[src/rtl/lsu_pkg.sv]
// -----------------------------------------------------------------------------
// lsu_pkg
// Shared definitions for the load/store unit: RV32I funct3 encodings for
// loads/stores, the FSM state type and a legality helper for funct3.
// -----------------------------------------------------------------------------
package lsu_pkg;

    // RV32I load/store width encodings (funct3)
    localparam logic [2:0] F3_B  = 3'b000;
    localparam logic [2:0] F3_H  = 3'b001;
    localparam logic [2:0] F3_W  = 3'b010;
    localparam logic [2:0] F3_BU = 3'b100;
    localparam logic [2:0] F3_HU = 3'b101;

    localparam int unsigned LSU_MEM_BYTES_DEFAULT = 1024;

    typedef enum logic [2:0] {
        IDLE,
        LOAD,
        RMW_RD,
        WRITE,
        RESP
    } lsu_state_t;

    // Unsigned variants exist only for loads; 011/110/111 are never legal.
    function automatic logic f3_illegal(input logic is_store, input logic [2:0] funct3);
        case (funct3)
            F3_B, F3_H, F3_W: return 1'b0;
            F3_BU, F3_HU:     return is_store;
            default:          return 1'b1;
        endcase
    endfunction

endpackage

[src/rtl/lsu_if.sv]
// -----------------------------------------------------------------------------
// lsu_req_if : request/response handshake between execute stage and LSU.
//   master = execute stage (drives req_*), slave = load_store_unit.
//   req_valid/req_ready handshake, req_we, req_funct3, req_addr, req_wdata;
//   resp_valid (one-cycle pulse), resp_rdata, resp_err.
// lsu_mem_if : byte-addressed data memory port.
//   master = load_store_unit, slave = memory.
//   mem_write/mem_read strobes, mem_addr, mem_wdata; mem_rdata returns
//   {m[a+3], m[a+2], m[a+1], m[a]} combinationally.
// -----------------------------------------------------------------------------
interface lsu_req_if;
    logic        req_valid;
    logic        req_ready;
    logic        req_we;
    logic [2:0]  req_funct3;
    logic [31:0] req_addr;
    logic [31:0] req_wdata;
    logic        resp_valid;
    logic [31:0] resp_rdata;
    logic        resp_err;

    modport master (
        output req_valid, req_we, req_funct3, req_addr, req_wdata,
        input  req_ready, resp_valid, resp_rdata, resp_err
    );

    modport slave (
        input  req_valid, req_we, req_funct3, req_addr, req_wdata,
        output req_ready, resp_valid, resp_rdata, resp_err
    );
endinterface

interface lsu_mem_if;
    logic        mem_write;
    logic        mem_read;
    logic [31:0] mem_addr;
    logic [31:0] mem_wdata;
    logic [31:0] mem_rdata;

    modport master (
        output mem_write, mem_read, mem_addr, mem_wdata,
        input  mem_rdata
    );

    modport slave (
        input  mem_write, mem_read, mem_addr, mem_wdata,
        output mem_rdata
    );
endinterface

[src/rtl/lsu_load_align.sv]
// -----------------------------------------------------------------------------
// lsu_load_align
// Combinational load extender: selects the low byte/halfword/word of the
// memory word and sign- or zero-extends it according to funct3.
//   funct3_i : load funct3 (B, H, W, BU, HU)
//   word_i   : raw memory word, byte 0 in [7:0]
//   data_o   : extended 32-bit load result (0 for non-load encodings)
// -----------------------------------------------------------------------------
module lsu_load_align
    import lsu_pkg::*;
(
    input  logic [2:0]  funct3_i,
    input  logic [31:0] word_i,
    output logic [31:0] data_o
);

    always_comb begin
        // NOTE: assign a default before the case so no path leaves data_o
        // unassigned; otherwise synthesis infers a latch.
        data_o = '0;
        case (funct3_i)
            F3_B:    data_o = {{24{word_i[7]}}, word_i[7:0]};
            F3_H:    data_o = {{16{word_i[15]}}, word_i[15:0]};
            F3_W:    data_o = word_i;
            F3_BU:   data_o = {24'h0, word_i[7:0]};
            F3_HU:   data_o = {16'h0, word_i[15:0]};
            default: data_o = '0;
        endcase
    end

endmodule

[src/rtl/load_store_unit.sv]
// -----------------------------------------------------------------------------
// load_store_unit
// Core-side initiator for a byte-addressed data memory. Accepts one RV32I
// load/store at a time, performs sub-word stores by read-modify-write (the
// memory always writes 4 bytes) and returns a one-cycle response pulse.
//   clk  : clock, all state updates on the rising edge
//   rst  : synchronous active-high reset; also blocks memory strobes at once
//   req  : lsu_req_if.slave  - request handshake and response
//   mem  : lsu_mem_if.master - memory port
// Latency from accept in cycle n to resp_valid: error n+1, load/SW n+2,
// SB/SH n+3.
// -----------------------------------------------------------------------------
module load_store_unit
    import lsu_pkg::*;
#(
    parameter int unsigned MEM_BYTES = LSU_MEM_BYTES_DEFAULT
) (
    input  logic      clk,
    input  logic      rst,
    lsu_req_if.slave  req,
    lsu_mem_if.master mem
);

    // Highest legal word start address; 32-bit unsigned compare, no wrap.
    localparam logic [31:0] LAST_ADDR = 32'(MEM_BYTES - 4);

    lsu_state_t  state_q;
    logic        we_q;
    logic [2:0]  funct3_q;
    logic [31:0] addr_q;
    logic [31:0] wdata_q;
    logic [31:0] merge_q;

    logic        req_ready_q;
    logic        resp_valid_q;
    logic        resp_err_q;
    logic [31:0] resp_rdata_q;

    logic        accept;
    logic        req_err;
    logic [31:0] load_ext;

    logic        mem_write_d;
    logic        mem_read_d;
    logic [31:0] mem_addr_d;
    logic [31:0] mem_wdata_d;

    assign accept  = req.req_valid & req_ready_q;
    assign req_err = (req.req_addr > LAST_ADDR) | f3_illegal(req.req_we, req.req_funct3);

    lsu_load_align u_load_align (
        .funct3_i (funct3_q),
        .word_i   (mem.mem_rdata),
        .data_o   (load_ext)
    );

    // Single FSM block; all response outputs are registered here.
    always_ff @(posedge clk) begin
        // NOTE: sequential state uses non-blocking assignments so every
        // register samples pre-edge values regardless of statement order.
        if (rst) begin
            state_q      <= IDLE;
            we_q         <= 1'b0;
            funct3_q     <= '0;
            addr_q       <= '0;
            wdata_q      <= '0;
            merge_q      <= '0;
            req_ready_q  <= 1'b1;
            resp_valid_q <= 1'b0;
            resp_err_q   <= 1'b0;
            resp_rdata_q <= '0;
        end else begin
            case (state_q)
                IDLE: begin
                    if (accept) begin
                        we_q        <= req.req_we;
                        funct3_q    <= req.req_funct3;
                        addr_q      <= req.req_addr;
                        wdata_q     <= req.req_wdata;
                        req_ready_q <= 1'b0;
                        if (req_err) begin
                            // Errors skip the memory entirely.
                            state_q      <= RESP;
                            resp_valid_q <= 1'b1;
                            resp_err_q   <= 1'b1;
                            resp_rdata_q <= '0;
                        end else if (!req.req_we) begin
                            state_q <= LOAD;
                        end else if (req.req_funct3 == F3_W) begin
                            state_q <= WRITE;
                        end else begin
                            state_q <= RMW_RD;
                        end
                    end
                end
                LOAD: begin
                    state_q      <= RESP;
                    resp_valid_q <= 1'b1;
                    resp_err_q   <= 1'b0;
                    resp_rdata_q <= we_q ? '0 : load_ext;
                end
                RMW_RD: begin
                    // Keep the untouched upper bytes of the current word.
                    merge_q <= (funct3_q == F3_B) ? {mem.mem_rdata[31:8],  wdata_q[7:0]}
                                                  : {mem.mem_rdata[31:16], wdata_q[15:0]};
                    state_q <= WRITE;
                end
                WRITE: begin
                    state_q      <= RESP;
                    resp_valid_q <= 1'b1;
                    resp_err_q   <= 1'b0;
                    resp_rdata_q <= '0;
                end
                RESP: begin
                    state_q      <= IDLE;
                    req_ready_q  <= 1'b1;
                    resp_valid_q <= 1'b0;
                    resp_err_q   <= 1'b0;
                    resp_rdata_q <= '0;
                end
                default: begin
                    state_q      <= IDLE;
                    req_ready_q  <= 1'b1;
                    resp_valid_q <= 1'b0;
                    resp_err_q   <= 1'b0;
                    resp_rdata_q <= '0;
                end
            endcase
        end
    end

    // Memory strobes decode the current state and are forced low while rst
    // is high, so a reset arriving mid-operation can never issue a write.
    always_comb begin
        mem_write_d = 1'b0;
        mem_read_d  = 1'b0;
        mem_addr_d  = '0;
        mem_wdata_d = '0;
        if (!rst) begin
            case (state_q)
                LOAD, RMW_RD: begin
                    mem_read_d = 1'b1;
                    mem_addr_d = addr_q;
                end
                WRITE: begin
                    mem_write_d = 1'b1;
                    mem_addr_d  = addr_q;
                    mem_wdata_d = (funct3_q == F3_W) ? wdata_q : merge_q;
                end
                default: ;
            endcase
        end
    end

    assign req.req_ready  = req_ready_q;
    assign req.resp_valid = resp_valid_q;
    assign req.resp_err   = resp_err_q;
    assign req.resp_rdata = resp_rdata_q;

    assign mem.mem_write  = mem_write_d;
    assign mem.mem_read   = mem_read_d;
    assign mem.mem_addr   = mem_addr_d;
    assign mem.mem_wdata  = mem_wdata_d;

endmodule

[src/flat_wrapper.sv]
// flat-port wrapper written by rule: the top's interface ports become plain ports
module load_store_unit_flat import lsu_pkg::*;
#(
    parameter int unsigned MEM_BYTES = LSU_MEM_BYTES_DEFAULT
)
  (clk, rst, req_req_valid, req_req_we, req_req_funct3, req_req_addr, req_req_wdata, req_req_ready, req_resp_valid, req_resp_rdata, req_resp_err, mem_mem_write, mem_mem_read, mem_mem_addr, mem_mem_wdata, mem_mem_rdata);
  lsu_req_if req_i ();
  lsu_mem_if mem_i ();
  input  logic clk;
  input  logic rst;
  input wire logic [$bits(req_i.req_valid)-1:0] req_req_valid;
  input wire logic [$bits(req_i.req_we)-1:0] req_req_we;
  input wire logic [$bits(req_i.req_funct3)-1:0] req_req_funct3;
  input wire logic [$bits(req_i.req_addr)-1:0] req_req_addr;
  input wire logic [$bits(req_i.req_wdata)-1:0] req_req_wdata;
  output wire logic [$bits(req_i.req_ready)-1:0] req_req_ready;
  output wire logic [$bits(req_i.resp_valid)-1:0] req_resp_valid;
  output wire logic [$bits(req_i.resp_rdata)-1:0] req_resp_rdata;
  output wire logic [$bits(req_i.resp_err)-1:0] req_resp_err;
  output wire logic [$bits(mem_i.mem_write)-1:0] mem_mem_write;
  output wire logic [$bits(mem_i.mem_read)-1:0] mem_mem_read;
  output wire logic [$bits(mem_i.mem_addr)-1:0] mem_mem_addr;
  output wire logic [$bits(mem_i.mem_wdata)-1:0] mem_mem_wdata;
  input wire logic [$bits(mem_i.mem_rdata)-1:0] mem_mem_rdata;
  assign req_i.req_valid = req_req_valid;
  assign req_i.req_we = req_req_we;
  assign req_i.req_funct3 = req_req_funct3;
  assign req_i.req_addr = req_req_addr;
  assign req_i.req_wdata = req_req_wdata;
  assign req_req_ready = req_i.req_ready;
  assign req_resp_valid = req_i.resp_valid;
  assign req_resp_rdata = req_i.resp_rdata;
  assign req_resp_err = req_i.resp_err;
  assign mem_mem_write = mem_i.mem_write;
  assign mem_mem_read = mem_i.mem_read;
  assign mem_mem_addr = mem_i.mem_addr;
  assign mem_mem_wdata = mem_i.mem_wdata;
  assign mem_i.mem_rdata = mem_mem_rdata;
  load_store_unit #(.MEM_BYTES(MEM_BYTES)) u_core (.clk(clk), .rst(rst), .req(req_i), .mem(mem_i));
endmodule
[config.mk]
export PLATFORM = sky130hd
export DESIGN_NAME = load_store_unit_flat
export DESIGN_NICKNAME = d
export VERILOG_FILES = /design/src/rtl/lsu_pkg.sv /design/src/rtl/lsu_if.sv /design/src/rtl/lsu_load_align.sv /design/src/rtl/load_store_unit.sv /design/src/flat_wrapper.sv
export SDC_FILE = /design/constraint.sdc
export NUM_CORES = 1
export LEC_CHECK = 0
export ABC_AREA = 0
export ABC_CLOCK_PERIOD_IN_PS = 2420
export CAP_MARGIN = 30
export CELL_PAD_IN_SITES_DETAIL_PLACEMENT = 1
export CELL_PAD_IN_SITES_GLOBAL_PLACEMENT = 2
export CORE_MARGIN = 2
export CORE_UTILIZATION = 25
export CTS_BUF_LIST = sky130_fd_sc_hd__clkbuf_16
export DETAILED_ROUTE_END_ITERATION = 10
export HOLD_SLACK_MARGIN = 0.08
export PLACE_DENSITY_LB_ADDON = 0.1
export SYNTH_ARGS = -nofsm -noshare
export SYNTH_HDL_FRONTEND = slang
export SYNTH_SLANG_ARGS = --single-unit
[constraint.sdc]
create_clock -name clk -period 2.42 [get_ports clk]
set_clock_uncertainty 0.05 [all_clocks]
set_input_delay 0.726 -clock clk [delete_from_list [all_inputs] [get_ports clk]]
set_output_delay 0.726 -clock clk [all_outputs]
set_load 0.03 [all_outputs]
* Word level (Yosys, flattened, before mapping)
Index checks and enable logic that the tools add are counted.
** Storage, ports and cells
- Flip-flop bits (word level) :: 138
- Bits of input ports :: 103
** Cells by class
- Order comparisons :: 1
- Eq/ne operators :: 13
- Muxes and demuxes :: 27
- Bitwise gates (word level) :: 4
- Reduce and logical (&&, ||, !) cells :: 11
** Operators with widths (number)
- $mux W32 :: 8
- $pmux W32 S5 :: 1
- $pmux W32 S3 :: 1
- $gt A32 B10 Y1 const B :: 1
- $mux W16 :: 1
- $eq A3 B2 Y1 const B :: 4
- $eq A3 B3 Y1 const B :: 4
- $eq A3 B1 Y1 const B :: 3
- $logic_not A3 Y1 :: 3
- $mux W3 :: 3
- $pmux W3 S3 :: 1
- $mux W1 :: 8
- $pmux W1 S2 :: 3
- $reduce_or A2 Y1 :: 3
- $reduce_or A3 Y1 :: 2
- $ne A2 B1 Y1 const B :: 2
- $reduce_and A2 Y1 :: 2
- $pmux W1 S3 :: 1
- $reduce_and A3 Y1 :: 1
- $not A1 Y1 :: 2
- $and A1 B1 Y1 :: 1
- $or A1 B1 Y1 :: 1

* Longest topological paths before layout
- Depth in word-level cells :: 7
- Depth in mapped cells :: 8
- Depth with buffers taken out :: 5

* Hierarchy
Synthesis repeated with hierarchy kept, for this count alone.
** Second synthesis, totals
- Cell total of the unflattened synthesis :: 852
- Area, all modules :: 6576.3 um^2
** By module, submodules not included
- load_store_unit :: times used 1, cells each 781, area each 5983.2 um^2
- lsu_load_align :: times used 1, cells each 71, area each 593.1 um^2

* Least setup slack after synthesis
No wires, ideal clock.
- Path kind :: register to output
- Start :: register u_core.funct3_q[0]
- End :: output mem_mem_wdata[10]
- Data arrival time :: 1.935 ns
- Data required time :: 1.644 ns
- Path slack :: -0.291 ns
- Cell stages (with the launch flop) :: 9
- Cell sequence :: dfxtp_1 clkbuf_1 nor2_1 buf_2 and2_1 clkbuf_1 clkbuf_1 nand2_1 a21oi_1
** On the way
- Cells in the longest elaborated chain, start to end :: 4
** RTL lines
- start: declaration :: RTL line load_store_unit.sv:29 : logic [2:0] funct3_q;
- start signal: assignment :: RTL line load_store_unit.sv:77 : funct3_q <= req.req_funct3;
- $eq A3 B2 Y1 :: RTL line load_store_unit.sv:148 : mem_wdata_d = (funct3_q == F3_W) ? wdata_q : merge_q;
- $mux W32 :: RTL line load_store_unit.sv:148
- $mux W32 :: RTL line load_store_unit.sv:140 : case (state_q)
- $mux W32 :: RTL line load_store_unit.sv:139 : if (!rst) begin
- end: declaration :: RTL line flat_wrapper.sv:23 : output wire logic [$bits(mem_i.mem_wdata)-1:0] mem_mem_wdata;
No other way between the ends.

* Final worst setup path
- Start :: register u_core.funct3_q[2]
- End :: output mem_mem_wdata[10]
The elaborated chain is that of the path after synthesis.

==> results.ini <==
[run_status]
status = complete, but fails checks
violations = setup timing

[logic_synthesis]
synth_fp_nets = 951
synthDistinctLibCells = 30
syn_inst = 848
yosysSeqAreaShare = 0.441
postSynthAreaPerCell_um2 = 7.39
synth.cell_area_um2 = 6270
synth_top_area_cell = dfxtp_1
ys_warn_count = 0
synth_top_area_frac = 0.441
yosys-top-cells-area = dfxtp_1 (44%), nand2_1 (18%), a21oi_1 (12%), mux2i_1 (3.8%), and2_1 (3.4%)
ys_seq_elements = 138

[timing]
fin_ws_ns = -0.0707
whs_ns = 0.402
tns_ns = -1.16
min_period_over_period = 1.03
relSlewSlack = 0.364
fin_crit_ns = 2.49
rsz0062_at_grt = true
setup_viol = 30
report.final.slew_viol_count = 0
timing.fmax_mhz = 401
tightest_slew_ns = 0.954
hold_viol = 0

[placed_design]
post-place-ws_ns = -0.378
gp_congestion = 0.722
placed_area_um2 = 8990
hpwlAfterDp_mm = 16.3
numPortBuffers = 203
placed_cells = 1347

[finish]
final_cell_count_no_fill = 1390
fill_cells = 2893
layout.nets = 1157
drive_gt1_frac = 0.248
area_growth_pct = 63.4
num_antenna_cells = 0
final_area_um2 = 10200

[power_and_ir_drop]
pwr-share-clk = 0.448
p_int_uw = 4380
switchingPower_uw = 1630
seqPwrFrac = 0.405
switching_share = 0.271
p_leak_uw = 0.00358
p_per_area_nw_per_um2 = 586
combPwrFrac = 0.147
irDropWorstVdd_v = 0.000426

[routing]
drt-pass1-iter-count = 4
viasPerCell = 4.73
vias = 6574
wire_per_inst_um = 17.5
drc = 0
finalWirelength_mm = 24.3
drt.antenna.violating_nets = 0
drt_iter0_drc = 164

[hold_path]
hp-class = reg2reg

[floorplan]
dieArea_um2 = 26400
core-area_um2 = 24500
core.rowCount = 57
die_w_um = 162
fp.dieH_um = 162
start_util = 0.256
num_io_pins = 204

[flow_run]
cap_violations = 0

[grt]
grt_overflow = 0
first_global_vias = 6812
antenna_found_initial = 0
grt_max_degree = 75
grt_pass1_wl_mm = 37.9
grtUsageTotal = 0.184

[clock_tree]
worstSkewPairLatency_ns = 0.42
cts_inserted_buffers = 17
cts_root_buffer = clkbuf_16
cts_tree = done
cts.sinks = 138
cts_max_path_buffers = 2
htreeDepth = 4
cts_hold_buffers = 0
clk_pin_slew_ns = 0.06

[setup_path]
startpoint_type = register
crit_chain = nor2_4, and2_4, buf_12, buf_16, nand2_4, a21oi_2, buf_6
crit_buf_inv = 3
arrival_ns = 1.71
end_kind = output pin
cpPeakStageDelay_ns = 0.33
critical-path-slowest-cell = dfxtp_2
path_class = reg2out
required_ns = 1.64
cp_max_fo = 8
critical-path-top-delay-family = buffers and inverters

-- worst paths after layout --
kind                                    from                               endpoint  slack (ns)  depth (start not counted)
max          u_core.funct3_q[2]$_SDFFE_PP0P_                      mem_mem_wdata[10]       -0.07                          7
min reg2reg         u_core.we_q$_SDFFE_PP0P_               u_core.we_q$_SDFFE_PP0P_        0.40                          2
min                 u_core.we_q$_SDFFE_PP0P_               u_core.we_q$_SDFFE_PP0P_        0.40                          2
max reg2reg   u_core.state_q[2]$_SDFFE_PP0N_  u_core.req.resp_rdata[8]$_SDFFE_PP0P_        0.43                          5
-- cells in the final DEF, fill, tap and decap left out, types with 2 or more instances in the layout --
cell / instances
nand2_1: 276
clkdlybuf4s50_1: 136
dfxtp_1: 133
a21oi_1: 119
buf_6: 70
buf_4: 40
a21oi_4: 24
mux2i_1: 24
nor2_1: 23
and2_4: 20
nor3_1: 19
o21ai_0: 18
clkbuf_16: 18
a211oi_2: 17
a211oi_1: 16
and2_1: 13
nand2_2: 12
buf_12: 9
nand2_4: 8
a21oi_2: 8
a221oi_1: 8
nor4_1: 4
nand4_1: 4
clkinv_2: 4
o21a_1: 3
nor2_4: 3
nor3_2: 3
bufinv_16: 3
clkinv_4: 3
inv_6: 3
dfxtp_2: 3
nor3_4: 2
nor4_2: 2
buf_16: 2
buf_8: 2
dfxtp_4: 2
-- kinds of logic (layout without fill, tap and decap cells) --
family / count (synthesis) / in the layout / synth area share
buffers and inverters: 74 / 292 / 0.0487
muxes: 24 / 24 / 0.0383
DFF: 138 / 138 / 0.441
and+or+nand+nor: 397 / 397 / 0.267
AOI/OAI and AO/OA: 214 / 214 / 0.203
xor gates and xnor gates: 1 / 1 / 0.00140
-- metrics by stage --
step           total power, uW  utilization
5_1_grt                   6290        0.419
6_report                  6010        0.419
3_5_place_dp              3320        0.368
2_1_floorplan             2880            -
3_3_place_gp              3310        0.368
4_1_cts                   6120        0.409
-- cells in the mapped netlist --
master     instances
nor2_4             1
buf_2              7
nor2b_1            1
o21ai_0           18
or2_0              1
a221oi_1           8
a211oi_1          17
dfxtp_1          138
clkbuf_1          56
a211oi_2          16
nor2_1            26
inv_1              1
and3_1             1
nor4_1             6
nor3_2             1
nand4bb_1          1
xnor2_1            1
mux2i_1           24
nand4_1            4
buf_1              5
buf_4              5
o21a_1             3
a21oi_1          151
or4b_1             1
nor3_4             1
nand2_1          296
nand3_1            1
a41oi_1            1
nor3_1            22
and2_1            34
-- flip-flops by register name (all words and copies together) (netlist names) --
signal	cells
u_core.addr_q	32
u_core.funct3_q	3
u_core.merge_q	32
u_core.req.req_ready	1
u_core.req.resp_err	1
u_core.req.resp_rdata	32
u_core.req.resp_valid	1
u_core.state_q	3
u_core.wdata_q	32
u_core.we_q	1
-- layer usage --
metal / share of wire / global-route usage / vias up
met5: 0 / 0 / -
met4: 0.0088 / 0.0410 / 0
met3: 0.053 / 0.0415 / 14
met2: 0.48 / 0.308 / 132
met1: 0.46 / 0.243 / 3173
li1: - / - / 3255
-- worst reg2reg max path, stage by stage (launching register included) --
cell,delay (ns)
dfxtp_2,0.38
or4b_1,0.68
buf_4,0.23
a221oi_1,0.30
nor2_1,0.07
nor3_1,0.19
-- power groups by stage --
stage | Sequential (uW) | Clock, uW | Combinational (uW)
3_3_place_gp | 2470 | 0 | 839
5_1_grt | 2440 | 2870 | 975
2_1_floorplan | 2470 | 0 | 411
6_report | 2430 | 2690 | 882
4_1_cts | 2430 | 2780 | 903
3_5_place_dp | 2470 | 0 | 844
-- timing repair --
action	4_1_cts	5_1_grt
buffers inserted	7	2
setup endpoints to repair	65	82
hold endpoints to repair	0	0
gates resized for setup	79	70
pin swaps	11	13
gates cloned	5	1
-- cell type report --
class	instances	area (um2)	area share
tap	324	405	0.0396
clock buffer	17	425	0.0415
multi-input combinational	636	3720	0.363
inverter	1	3.75	0.000367
sequential	138	2770	0.271
timing repair buffer	260	2740	0.268
clock inverter	14	170	0.0166
No activity file was read; power rests on OpenSTA's default activity.
